**src/rtl/estagio_busca.sv**
```systemverilog
// estagio_busca: instruction-fetch stage of the 5-stage pipeline.
// Holds the PC, issues one fetch per cycle to a 1-cycle-latency instruction
// memory, buffers the returned words and hands {instr, pc, pc+4} to decode
// over a valid/ready handshake. Branch/jump redirects flush younger fetches.
// Build macro FETCH_QUEUE_EN: 4-entry circular fetch queue instead of the
// default output-slot plus skid-slot pair. Interface and latency are identical.
module estagio_busca #(
  parameter logic [31:0] RESET_PC = 32'h0000_0000
) (
  input  logic        clock,
  input  logic        reset_n,
  output logic        imem_req,
  output logic [31:0] imem_addr,
  input  logic [31:0] imem_rdata,
  input  logic        desvio,
  input  logic [31:0] alvo,
  input  logic        id_ready,
  output logic        id_valid,
  output logic [31:0] id_instr,
  output logic [31:0] id_pc,
  output logic [31:0] id_pc4
);

  logic [31:0] pc;
  logic        in_flight;
  logic [31:0] flight_pc;
  logic        flight_epoch;
  logic        epoch;
  logic [2:0]  occupancy;
  logic [2:0]  level;
  logic        pop;
  logic        push;
  logic [31:0] push_pc4;
  logic        unused_alvo_bits;

`ifdef FETCH_QUEUE_EN
  localparam logic [2:0] CAPACITY = 3'd4;
`else
  localparam logic [2:0] CAPACITY = 3'd2;
`endif

  // A redirect target is always forced to a word boundary, so its low bits are ignored.
  assign unused_alvo_bits = ^alvo[1:0];

  // A response is kept only if it belongs to the current epoch and no flush is happening now.
  assign pop      = id_valid & id_ready;
  assign push     = in_flight & (flight_epoch == epoch) & ~desvio;
  assign push_pc4 = flight_pc + 32'd4;

  // Issue only if the word can be guaranteed a buffer slot when it returns.
  assign level     = occupancy + {2'b00, in_flight} - {2'b00, pop};
  assign imem_req  = reset_n & ~desvio & (level < CAPACITY);
  assign imem_addr = pc;

  // PC, in-flight tracking and epoch; a redirect retargets the PC and retires the old epoch.
  always_ff @(posedge clock or negedge reset_n) begin
    if (!reset_n) begin
      pc           <= RESET_PC;
      in_flight    <= 1'b0;
      flight_pc    <= 32'h0000_0000;
      flight_epoch <= 1'b0;
      epoch        <= 1'b0;
    end else begin
      in_flight <= imem_req;
      if (imem_req) begin
        flight_pc    <= pc;
        flight_epoch <= epoch;
      end
      if (desvio) begin
        pc    <= {alvo[31:2], 2'b00};
        epoch <= ~epoch;
      end else if (imem_req) begin
        pc <= pc + 32'd4;
      end
    end
  end

`ifdef FETCH_QUEUE_EN
  logic [31:0] q_instr [4];
  logic [31:0] q_pc    [4];
  logic [31:0] q_pc4   [4];
  logic [1:0]  wr_ptr;
  logic [1:0]  rd_ptr;
  logic [2:0]  count;
  logic [31:0] last_instr;
  logic [31:0] last_pc;
  logic [31:0] last_pc4;

  // When the queue is empty the outputs fall back to whatever was shown last cycle.
  assign occupancy = count;
  assign id_valid  = (count != 3'd0);
  assign id_instr  = id_valid ? q_instr[rd_ptr] : last_instr;
  assign id_pc     = id_valid ? q_pc[rd_ptr]    : last_pc;
  assign id_pc4    = id_valid ? q_pc4[rd_ptr]   : last_pc4;

  // Queue storage; entries are only ever read after being written, so no reset is needed.
  always_ff @(posedge clock) begin
    if (push) begin
      q_instr[wr_ptr] <= imem_rdata;
      q_pc[wr_ptr]    <= flight_pc;
      q_pc4[wr_ptr]   <= push_pc4;
    end
  end

  // Pointer/count bookkeeping; a redirect empties the queue and overrides any pop.
  always_ff @(posedge clock or negedge reset_n) begin
    if (!reset_n) begin
      wr_ptr     <= 2'd0;
      rd_ptr     <= 2'd0;
      count      <= 3'd0;
      last_instr <= 32'h0000_0000;
      last_pc    <= 32'h0000_0000;
      last_pc4   <= 32'h0000_0000;
    end else begin
      last_instr <= id_instr;
      last_pc    <= id_pc;
      last_pc4   <= id_pc4;
      if (desvio) begin
        rd_ptr <= wr_ptr;
        count  <= 3'd0;
      end else begin
        if (push) wr_ptr <= wr_ptr + 2'd1;
        if (pop)  rd_ptr <= rd_ptr + 2'd1;
        count <= count + {2'b00, push} - {2'b00, pop};
      end
    end
  end
`else
  logic        out_valid;
  logic [31:0] out_instr;
  logic [31:0] out_pc;
  logic [31:0] out_pc4;
  logic        skid_valid;
  logic [31:0] skid_instr;
  logic [31:0] skid_pc;
  logic [31:0] skid_pc4;

  assign occupancy = {2'b00, out_valid} + {2'b00, skid_valid};
  assign id_valid  = out_valid;
  assign id_instr  = out_instr;
  assign id_pc     = out_pc;
  assign id_pc4    = out_pc4;

  // Output slot feeds decode; the skid slot catches the one response that lands during a stall.
  always_ff @(posedge clock or negedge reset_n) begin
    if (!reset_n) begin
      out_valid  <= 1'b0;
      out_instr  <= 32'h0000_0000;
      out_pc     <= 32'h0000_0000;
      out_pc4    <= 32'h0000_0000;
      skid_valid <= 1'b0;
      skid_instr <= 32'h0000_0000;
      skid_pc    <= 32'h0000_0000;
      skid_pc4   <= 32'h0000_0000;
    end else if (desvio) begin
      out_valid  <= 1'b0;
      skid_valid <= 1'b0;
    end else if (!out_valid || pop) begin
      if (skid_valid) begin
        out_valid  <= 1'b1;
        out_instr  <= skid_instr;
        out_pc     <= skid_pc;
        out_pc4    <= skid_pc4;
        skid_valid <= push;
        if (push) begin
          skid_instr <= imem_rdata;
          skid_pc    <= flight_pc;
          skid_pc4   <= push_pc4;
        end
      end else begin
        out_valid <= push;
        if (push) begin
          out_instr <= imem_rdata;
          out_pc    <= flight_pc;
          out_pc4   <= push_pc4;
        end
      end
    end else if (push) begin
      skid_valid <= 1'b1;
      skid_instr <= imem_rdata;
      skid_pc    <= flight_pc;
      skid_pc4   <= push_pc4;
    end
  end
`endif

endmodule

```
**config.mk**
```make
export PLATFORM = sky130hd
export DESIGN_NAME = estagio_busca
export DESIGN_NICKNAME = d
export VERILOG_FILES = /design/src/rtl/estagio_busca.sv
export SDC_FILE = /design/constraint.sdc
export NUM_CORES = 1
export LEC_CHECK = 0
export CORE_AREA = 2 2 169 130
export CTS_CLUSTER_SIZE = 40
export DETAILED_ROUTE_END_ITERATION = 10
export DIE_AREA = 0 0 171 132
export PLACE_DENSITY = 0.79
export SLEW_MARGIN = 20
export SYNTH_ARGS = -nofsm -noshare
export SYNTH_HDL_FRONTEND = slang
export SYNTH_SLANG_ARGS = --single-unit
```
**constraint.sdc**
```tcl
create_clock -name clock -period 4.7 [get_ports clock]
set_input_delay 0.94 -clock clock [delete_from_list [all_inputs] [get_ports clock]]
set_output_delay 0.94 -clock clock [all_outputs]
set_load 0.01 [all_outputs]
```
======== Yosys cells after proc, flatten, opt, wreduce, memory -nomap -nowiden ========
Index checks and enable logic that the tools add are counted.
cells by class
  $add $sub $neg .......................... 5
  order comparisons ....................... 1
  eq/ne operators ......................... 2
  multiplexer cells ....................... 24
  bitwise gates (word level) .............. 7
  reductions and logical operators ........ 8
operators by type and width
  operator                                                                       count
  32-bit two-way mux                                                             17
  32-bit by 3-bit adder with 32-bit output (second input constant)               2
  1-bit two-way mux                                                              7
  2-bit nonzero test                                                             3
  1-bit AND                                                                      5
  3-bit by 1-bit adder with 3-bit output                                         1
  3-bit by 2-bit less-than comparator with 1-bit output (second input constant)  1
  3-bit AND reduction                                                            1
  3-bit nonzero test                                                             1
  3-bit by 1-bit subtractor with 3-bit output                                    1
  1-bit by 1-bit adder with 2-bit output                                         1
  2-bit != test (second input constant)                                          1
  1-bit inverter                                                                 2
  2-bit AND reduction                                                            1
  1-bit equality test                                                            1
  1-bit logical NOT                                                              1
  1-bit logical OR                                                               1
word-level totals
  register bits ........................... 261
  input bits .............................. 68
  output and inout port bits .............. 130
  word-level logic and storage cells ...... 60

======== Longest topological paths before layout ========
Gate-level depths: netlist (run 1).
  depth in word-level cells ............... 7
  gate-level depth with buffers ........... 12
  depth with buffers taken out ............ 10

======== Worst setup path after synthesis (run 1) ========
Ideal clock, no wire load.
  kind .................................... input -> output
  start point ............................. input id_ready
  end point ............................... output imem_req
  arrival time ............................ 2.711 ns
  data required time ...................... 3.760 ns
  setup slack ............................. 1.049 ns
  cell stages on the path ................. 9
  path buffers ............................ 2
  cells stage by stage .................... and2_1 -> ha_1 -> xor2_1 -> ha_1 -> nor2b_1 -> and2_0 -> nor2b_1 -> clkbuf_1 -> buf_2
between the ends
  word-level cells in the longest chain between the ends .. 4
RTL lines
  item                                                   line  source
  start, declared                                        17    input logic id_ready,
  1-bit AND                                              46    assign pop = id_valid & id_ready;
  3-bit by 1-bit subtractor with 3-bit output            51    assign level = occupancy + {2'b00, in_flight} - {2'b00, pop};
  3-bit by 2-bit less-than comparator with 1-bit output  52    assign imem_req = reset_n & ~desvio & (level < CAPACITY);
  1-bit AND                                              52
  end, declared                                          12    output logic imem_req,
Every way passes these cells.

======== Final worst setup path (run 1) ========
Same ends and word-level chain as after synthesis.

==> impl_metrics.csv, run 1 <==
group,metric,value,unit
detailed_routing,wirelength,27300,microns
sta,layout_worst_path_cycle_share,92.2,%
critical_path,crit_start,"id_ready",
global_route,grtUsageTotal,24.6,%
cts,cts_hold_buf,0,
sta,rsz0062_at_grt,"false",
sta,timing.fmax,0.231,GHz
synth,synth_top_area_cell,"dfrtp_1",
global_route,grt_max_degree,91,
detailed_routing,drt_iter0_drc,721,
sta,finalHoldViolations,0,
power,combPwrFrac,28.3,%
die,start_util,54.5,%
die,fp-row-count,46,
critical_path,max_stage_delay,0.59,ns
sta,min_period,4.33,ns
synth,syn_inst,1044,
sta,worst_clock_skew,0.0121,ns
cts,cts_root_buf,"clkbuf_16",
synth,syn_avg_cell_area,10.9,sq um
cts,clk_latency,0.52,ns
power,sw_frac_of_total,30.9,%
critical_path,critPathLaunchType,"primary input",
finish,multi_input_area,0.00472,sq mm
power,power.switching,2.36,mW
finish,drive_gt1_share,11.3,%
finish,fill_cells,1641,
synth,syn_area,0.0114,sq mm
critical_path,reg2reg_slack,1.34,ns
critical_path,cp_slowest_cell,"clkdlybuf4s50_1",
finish,regArea,0.00623,sq mm
cts,clk_path_buf_depth,3,
sta,tightestPinTransition,1.01,ns
synth,synth_common_cells,"dfrtp_1 (249), nand2_1 (157), o21ai_0 (124)",
cts,tritoncts.num_buffers,24,
power,p_leak,6.10,nW
detailed_routing,drc,0,
finish,nets,1271,
placed_design,pre_cts_slack,0.407,ns
critical_path,crit_type,"in2out",
worst_hold_path,hp-class,"in2async",
synth,synth_ff_type,"dfrtp_1",
cts,postCtsSetupBuffers,0,
detailed_routing,highest_layer,"met4",
sta,tns,0,ns
detailed_routing,drt_pass1_iterations,5,
die,coreArea,0.0208,sq mm
outcome,outcome,"complete, no violations",
die,die_y,132,microns
cts,path_clk_slew,0.07,ns
synth,yosysWarnings,0,
cts,cts_tree,"done",
critical_path,timing.rr.end,"imem_addr[31]$_DFFE_PN0P_",
finish,area_growth,25.2,%
power,peakVddDrop,0.000343,V
critical_path,crit_chain,"clkdlybuf4s50_1 -> and2_1 -> ha_1 -> nor2b_1 -> ha_1 -> nor2b_1 -> and2_0 -> nor2b_2 -> clkdlybuf4s50_1",
critical_path,worst_setup_path_end_kind,"output port",
critical_path,reg2reg_depth,10,
die,design.die.area,0.0226,sq mm
cts,cts_resized,0,
die,die_x,171,microns
detailed_routing,ant_nets,0,
global_route,antenna_found_initial,0,
synth,synthDistinctLibCells,45,
critical_path,cp_max_fo,3,
job,cap_violations,0,
power,power_frac_clock,27.1,%
detailed_routing,wl_met1,12400,microns
synth,synthTopCellsByArea,"dfrtp_1 (55%), mux2_2 (7.2%), mux2i_1 (6.1%)",
critical_path,rr_startpoint,"skid_valid$_DFFE_PN0P_",
detailed_routing,routedWlPerCell,18.2,microns
critical_path,path_buf_inv,2,
detailed_routing,wl_met3,2090,microns
sta,setup_slack,0.366,ns
placed_design,dpl.hpwl,18100,microns
global_route,grt_pass1_wl,44200,microns
sta,finalSetupViolations,0,
power,seq_power_share,44.6,%
finish,antenna_cells,0,
critical_path,path_delay_family,"buffers and inverters",
detailed_routing,via_count,8472,
detailed_routing,routed_via_density,5.63,
detailed_routing,wl_met2,12400,microns
critical_path,cp_data_arrival_time,3.39,ns
power,p_int,5.28,mW
synth,yosysMostFrequentCell,"dfrtp_1",
synth,synth_seq_cells,249,
global_route,gr-total-overflow,0,
placed_design,port_buffers,189,
sta,slew_viol_final,0,
critical_path,crit_required,3.76,ns
cts,numClockSinks,249,
synth,synthArstFlopShare,100,%
power,power.density,537,mW/mm^2
synth,synth_top_area_share,54.8,%
global_route,grt_pass1_vias,8200,
sta,relSlewSlack,32.8,%
cts,cts.htree.levels,1,
placed_design,gp_congestion,0.848,
synth,seq_area_frac_synth,54.8,%
die,num_io_pins,198,
synth,synth_edf_count,0,
==> layout by cell type (no fill, tap or decap), drive strengths merged, types with 15 or more instances in the layout <==
cell,n
dfrtp,249
clkdlybuf4s50,187
nand2,157
o21ai,126
mux2,101
mux2i,69
xnor2,48
clkbuf,35
nor2,31
nor3,25
nor4,24
nand3,20
a21oi,20
nand4,16
inv,15
buf,15
==> power groups by stage <==
stage	registers, mW	logic [mW]	clock network [mW]
2_1_floorplan	3.41	0.918	0
3_3_place_gp	3.39	2.11	0
3_5_place_dp	3.42	2.17	0
4_1_cts	3.39	2.19	2.10
5_1_grt	3.49	2.38	2.19
6_report	3.41	2.16	2.07
==> worst max-delay path by stage <==
stage / to / depth (start not counted)
finish: imem_req / 9
global route: imem_req / 9
CTS: imem_req / 9
detailed placement: imem_req / 9
global placement: imem_req / 9
floorplan: imem_req / 9
==> layer usage <==
| layer | up-vias | GRT usage, % |
|---|---|---|
| met3 | 41 | 5.13 |
| met2 | 335 | 36.9 |
| met1 | 4176 | 36.9 |
| met5 | - | 0 |
| met4 | 0 | 5.60 |
| li1 | 3920 | - |
==> layout make-up <==
cell class	instances	area share, %
timing repair buffer	202	14.0
clock inverter	9	0.924
multi-input combinational	706	33.2
clock buffer	35	5.15
sequential	249	43.8
inverter	15	0.396
tap	288	2.53
==> cells by family (layout without fill, tap and decap cells) <==
logic type	count (synthesis)	after routing	synth area share [%]
xor+xnor	54	54	4.16
mux	170	170	16.1
simple gates	302	302	12.4
compound gates	168	168	7.96
flops	249	249	54.8
fa+ha+maj	6	6	0.639
buf+inv	94	261	3.89
other cells	1	6	0.0330
==> registers in the layout, indices dropped and copies added, names as in the netlist <==
register,count
id_instr,32
skid_instr,32
flight_pc,30
id_pc4,30
id_pc,30
imem_addr,30
skid_pc4,30
skid_pc,30
epoch,1
flight_epoch,1
id_valid,1
in_flight,1
skid_valid,1
==> stage by stage <==
step	instance area, sq um	instances	utilization (%)	hold WS, ns	power, mW
2_1_floorplan	11400	1049	-	0.450	4.33
3_3_place_gp	13400	1460	64.1	0.460	5.50
3_5_place_dp	13400	1460	64.1	0.470	5.59
4_1_cts	14200	1504	68.3	0.337	7.69
5_1_grt	14200	1504	68.3	0.354	8.06
6_report	14200	1504	68.3	0.332	7.64
(Power assumes the default switching activity.)
==> run 2, diff against run 1 <==
- CORE_AREA: 2 2 169 130 -> 2 2 212 162
- DIE_AREA: 0 0 171 132 -> 0 0 214 164
- PLACE_DENSITY: 0.79 -> 0.53
==> impl_metrics.csv, run 2 (synthesized netlist as in run 1, its figures left out) <==
group,metric,value,unit
global_route,grtUsageTotal,17.2,%
critical_path,cp_slowest_cell,"dfrtp_4",
cts,cts.htree.levels,1,
sta,tns,0,ns
critical_path,rr_startpoint,"skid_valid$_DFFE_PN0P_",
sta,relSlewSlack,30.7,%
sta,rsz0062_at_grt,"false",
die,die_x,214,microns
cts,cts_hold_buf,0,
power,p_int,5.45,mW
job,cap_violations,0,
critical_path,cp.depth,9,
power,peakVddDrop,0.000286,V
critical_path,reg2reg_depth,10,
critical_path,crit_start,"skid_valid$_DFFE_PN0P_",
placed_design,dpl.cell_count,1624,
detailed_routing,ant_nets,0,
cts,cts_tree,"done",
cts,cts_root_buf,"clkbuf_16",
critical_path,cp_data_arrival_time,3.36,ns
sta,timing.fmax,0.232,GHz
detailed_routing,wirelength,30000,microns
finish,fin_area,0.0146,sq mm
finish,drive_gt1_share,11.6,%
power,p_leak,6.17,nW
detailed_routing,via_count,8169,
global_route,antenna_found_initial,1,
placed_design,gp_congestion,0.754,
global_route,grt_pass1_vias,8010,
detailed_routing,routed_via_density,4.88,
sta,tightestPinTransition,1.04,ns
global_route,gr-total-overflow,0,
global_route,grt_max_degree,161,
die,fp-row-count,58,
die,num_io_pins,198,
finish,antenna_cells,0,
cts,clk_path_buf_depth,3,
die,die_y,164,microns
critical_path,crit_type,"reg2out",
critical_path,critPathLaunchType,"register",
finish,final_common_cell,"dfrtp_1",
critical_path,max_stage_delay,0.65,ns
detailed_routing,drt_iter0_drc,558,
sta,finalSetupViolations,0,
critical_path,path_buf_inv,2,
power,power.density,541,mW/mm^2
detailed_routing,drt_pass1_iterations,4,
cts,clk_latency,0.55,ns
worst_hold_path,hp-class,"in2async",
power,combPwrFrac,27.6,%
outcome,outcome,"complete, no violations",
power,sw_frac_of_total,30.8,%
detailed_routing,routedWlPerCell,17.9,microns
power,seq_power_share,43.3,%
placed_design,dpl.hpwl,20000,microns
cts,postCtsSetupBuffers,0,
power,power_frac_clock,29.1,%
critical_path,path_delay_family,"adder cells",
detailed_routing,drc,0,
die,coreArea,0.0330,sq mm
finish,final_cell_mix,"dfrtp_1 (248), clkdlybuf4s50_1 (187), nand2_1 (157)",
placed_design,port_buffers,189,
finish,nets,1276,
cts,tritoncts.num_buffers,27,
critical_path,crit_top_cell,"ha_1",
finish,fin_cells,1673,
finish,area_growth,28.1,%
sta,min_period,4.30,ns
placed_design,placed_cell_area,0.0136,sq mm
sta,worst_clock_skew,0.0149,ns
power,power.switching,2.43,mW
sta,holdWs,0.235,ns
die,start_util,34.4,%
sta,finalHoldViolations,0,
die,design.die.area,0.0351,sq mm
critical_path,crit_chain,"ha_1 -> inv_1 -> ha_1 -> xor2_1 -> ha_1 -> nor2b_1 -> and2_0 -> nor2b_4 -> clkdlybuf4s50_1",
cts,cts_resized,0,
cts,path_clk_slew,0.06,ns
critical_path,crit_required,3.76,ns
critical_path,worst_setup_path_end_kind,"output port",
global_route,grt_pass1_wl,47700,microns
critical_path,cp_max_fo,25,
cts,numClockSinks,249,
sta,slew_viol_final,0,
sta,layout_worst_path_cycle_share,91.6,%
run 2: layout make-up:
class                      instances  area (sq um)
fill                            3131         18500
sequential                       249          6230
multi-input combinational        706          4720
timing repair buffer             204          2020
clock buffer                      41           818
tap                              450           563
clock inverter                     8           140
inverter                          15          56.3
run 2: worst paths after layout:
path	to	slack, ns
min	id_pc[7]$_DFFE_PN0P_	0.24
min in group clock	id_instr[25]$_DFFE_PN0P_	0.48
min reg2reg	id_instr[25]$_DFFE_PN0P_	0.48
max	imem_req	0.40
max reg2reg	imem_addr[31]$_DFFE_PN0P_	1.35
max in group asynchronous	skid_valid$_DFFE_PN0P_	3.27
run 2: per-layer routing:
metal | share of wire, % | vias up | global-route usage (%)
li1 | - | 3942 | -
met5 | 0 | - | 0
met3 | 6.5 | 36 | 4.33
met4 | 1.8 | 0 | 3.56
met2 | 43 | 181 | 25.1
met1 | 49 | 4010 | 25.6
run 2: power groups by stage:
stage                     Sequential [mW]  Clock, mW  Combinational [mW]
after global placement               3.43          0                2.19
after floorplan                      3.41          0               0.918
after global routing                 3.51       2.44                2.40
after detailed placement             3.45          0                2.21
final                                3.41       2.30                2.17
after CTS                            3.41       2.36                2.22
run 2: worst register-to-register path: cells and delay by family, from the launching register on:
kind / cells / cell delay [ns]
AND/OR/NAND/NOR: 3 / 1.32
adder cells (fa/ha/maj): 3 / 0.82
buffers and inverters: 1 / 0.04
AO/OA/AOI/OAI: 1 / 0.08
flip-flops: 1 / 0.65
XOR/XNOR: 2 / 0.32
run 2: stage by stage:
stage	power, mW	util [%]	worst slack [ns]
finish	7.88	44.1	0.396
global route	8.36	44.1	0.213
CTS	7.99	44.1	0.341
detailed placement	5.66	41.2	0.412
global placement	5.62	41.2	0.461
floorplan	4.33	-	1.05
==> run 3, diff against run 2 <==
- CAP_MARGIN: not set -> 10
==> results of run 3 <==
Same layout as run 2: the final DEF is identical, and so are final timing and power.
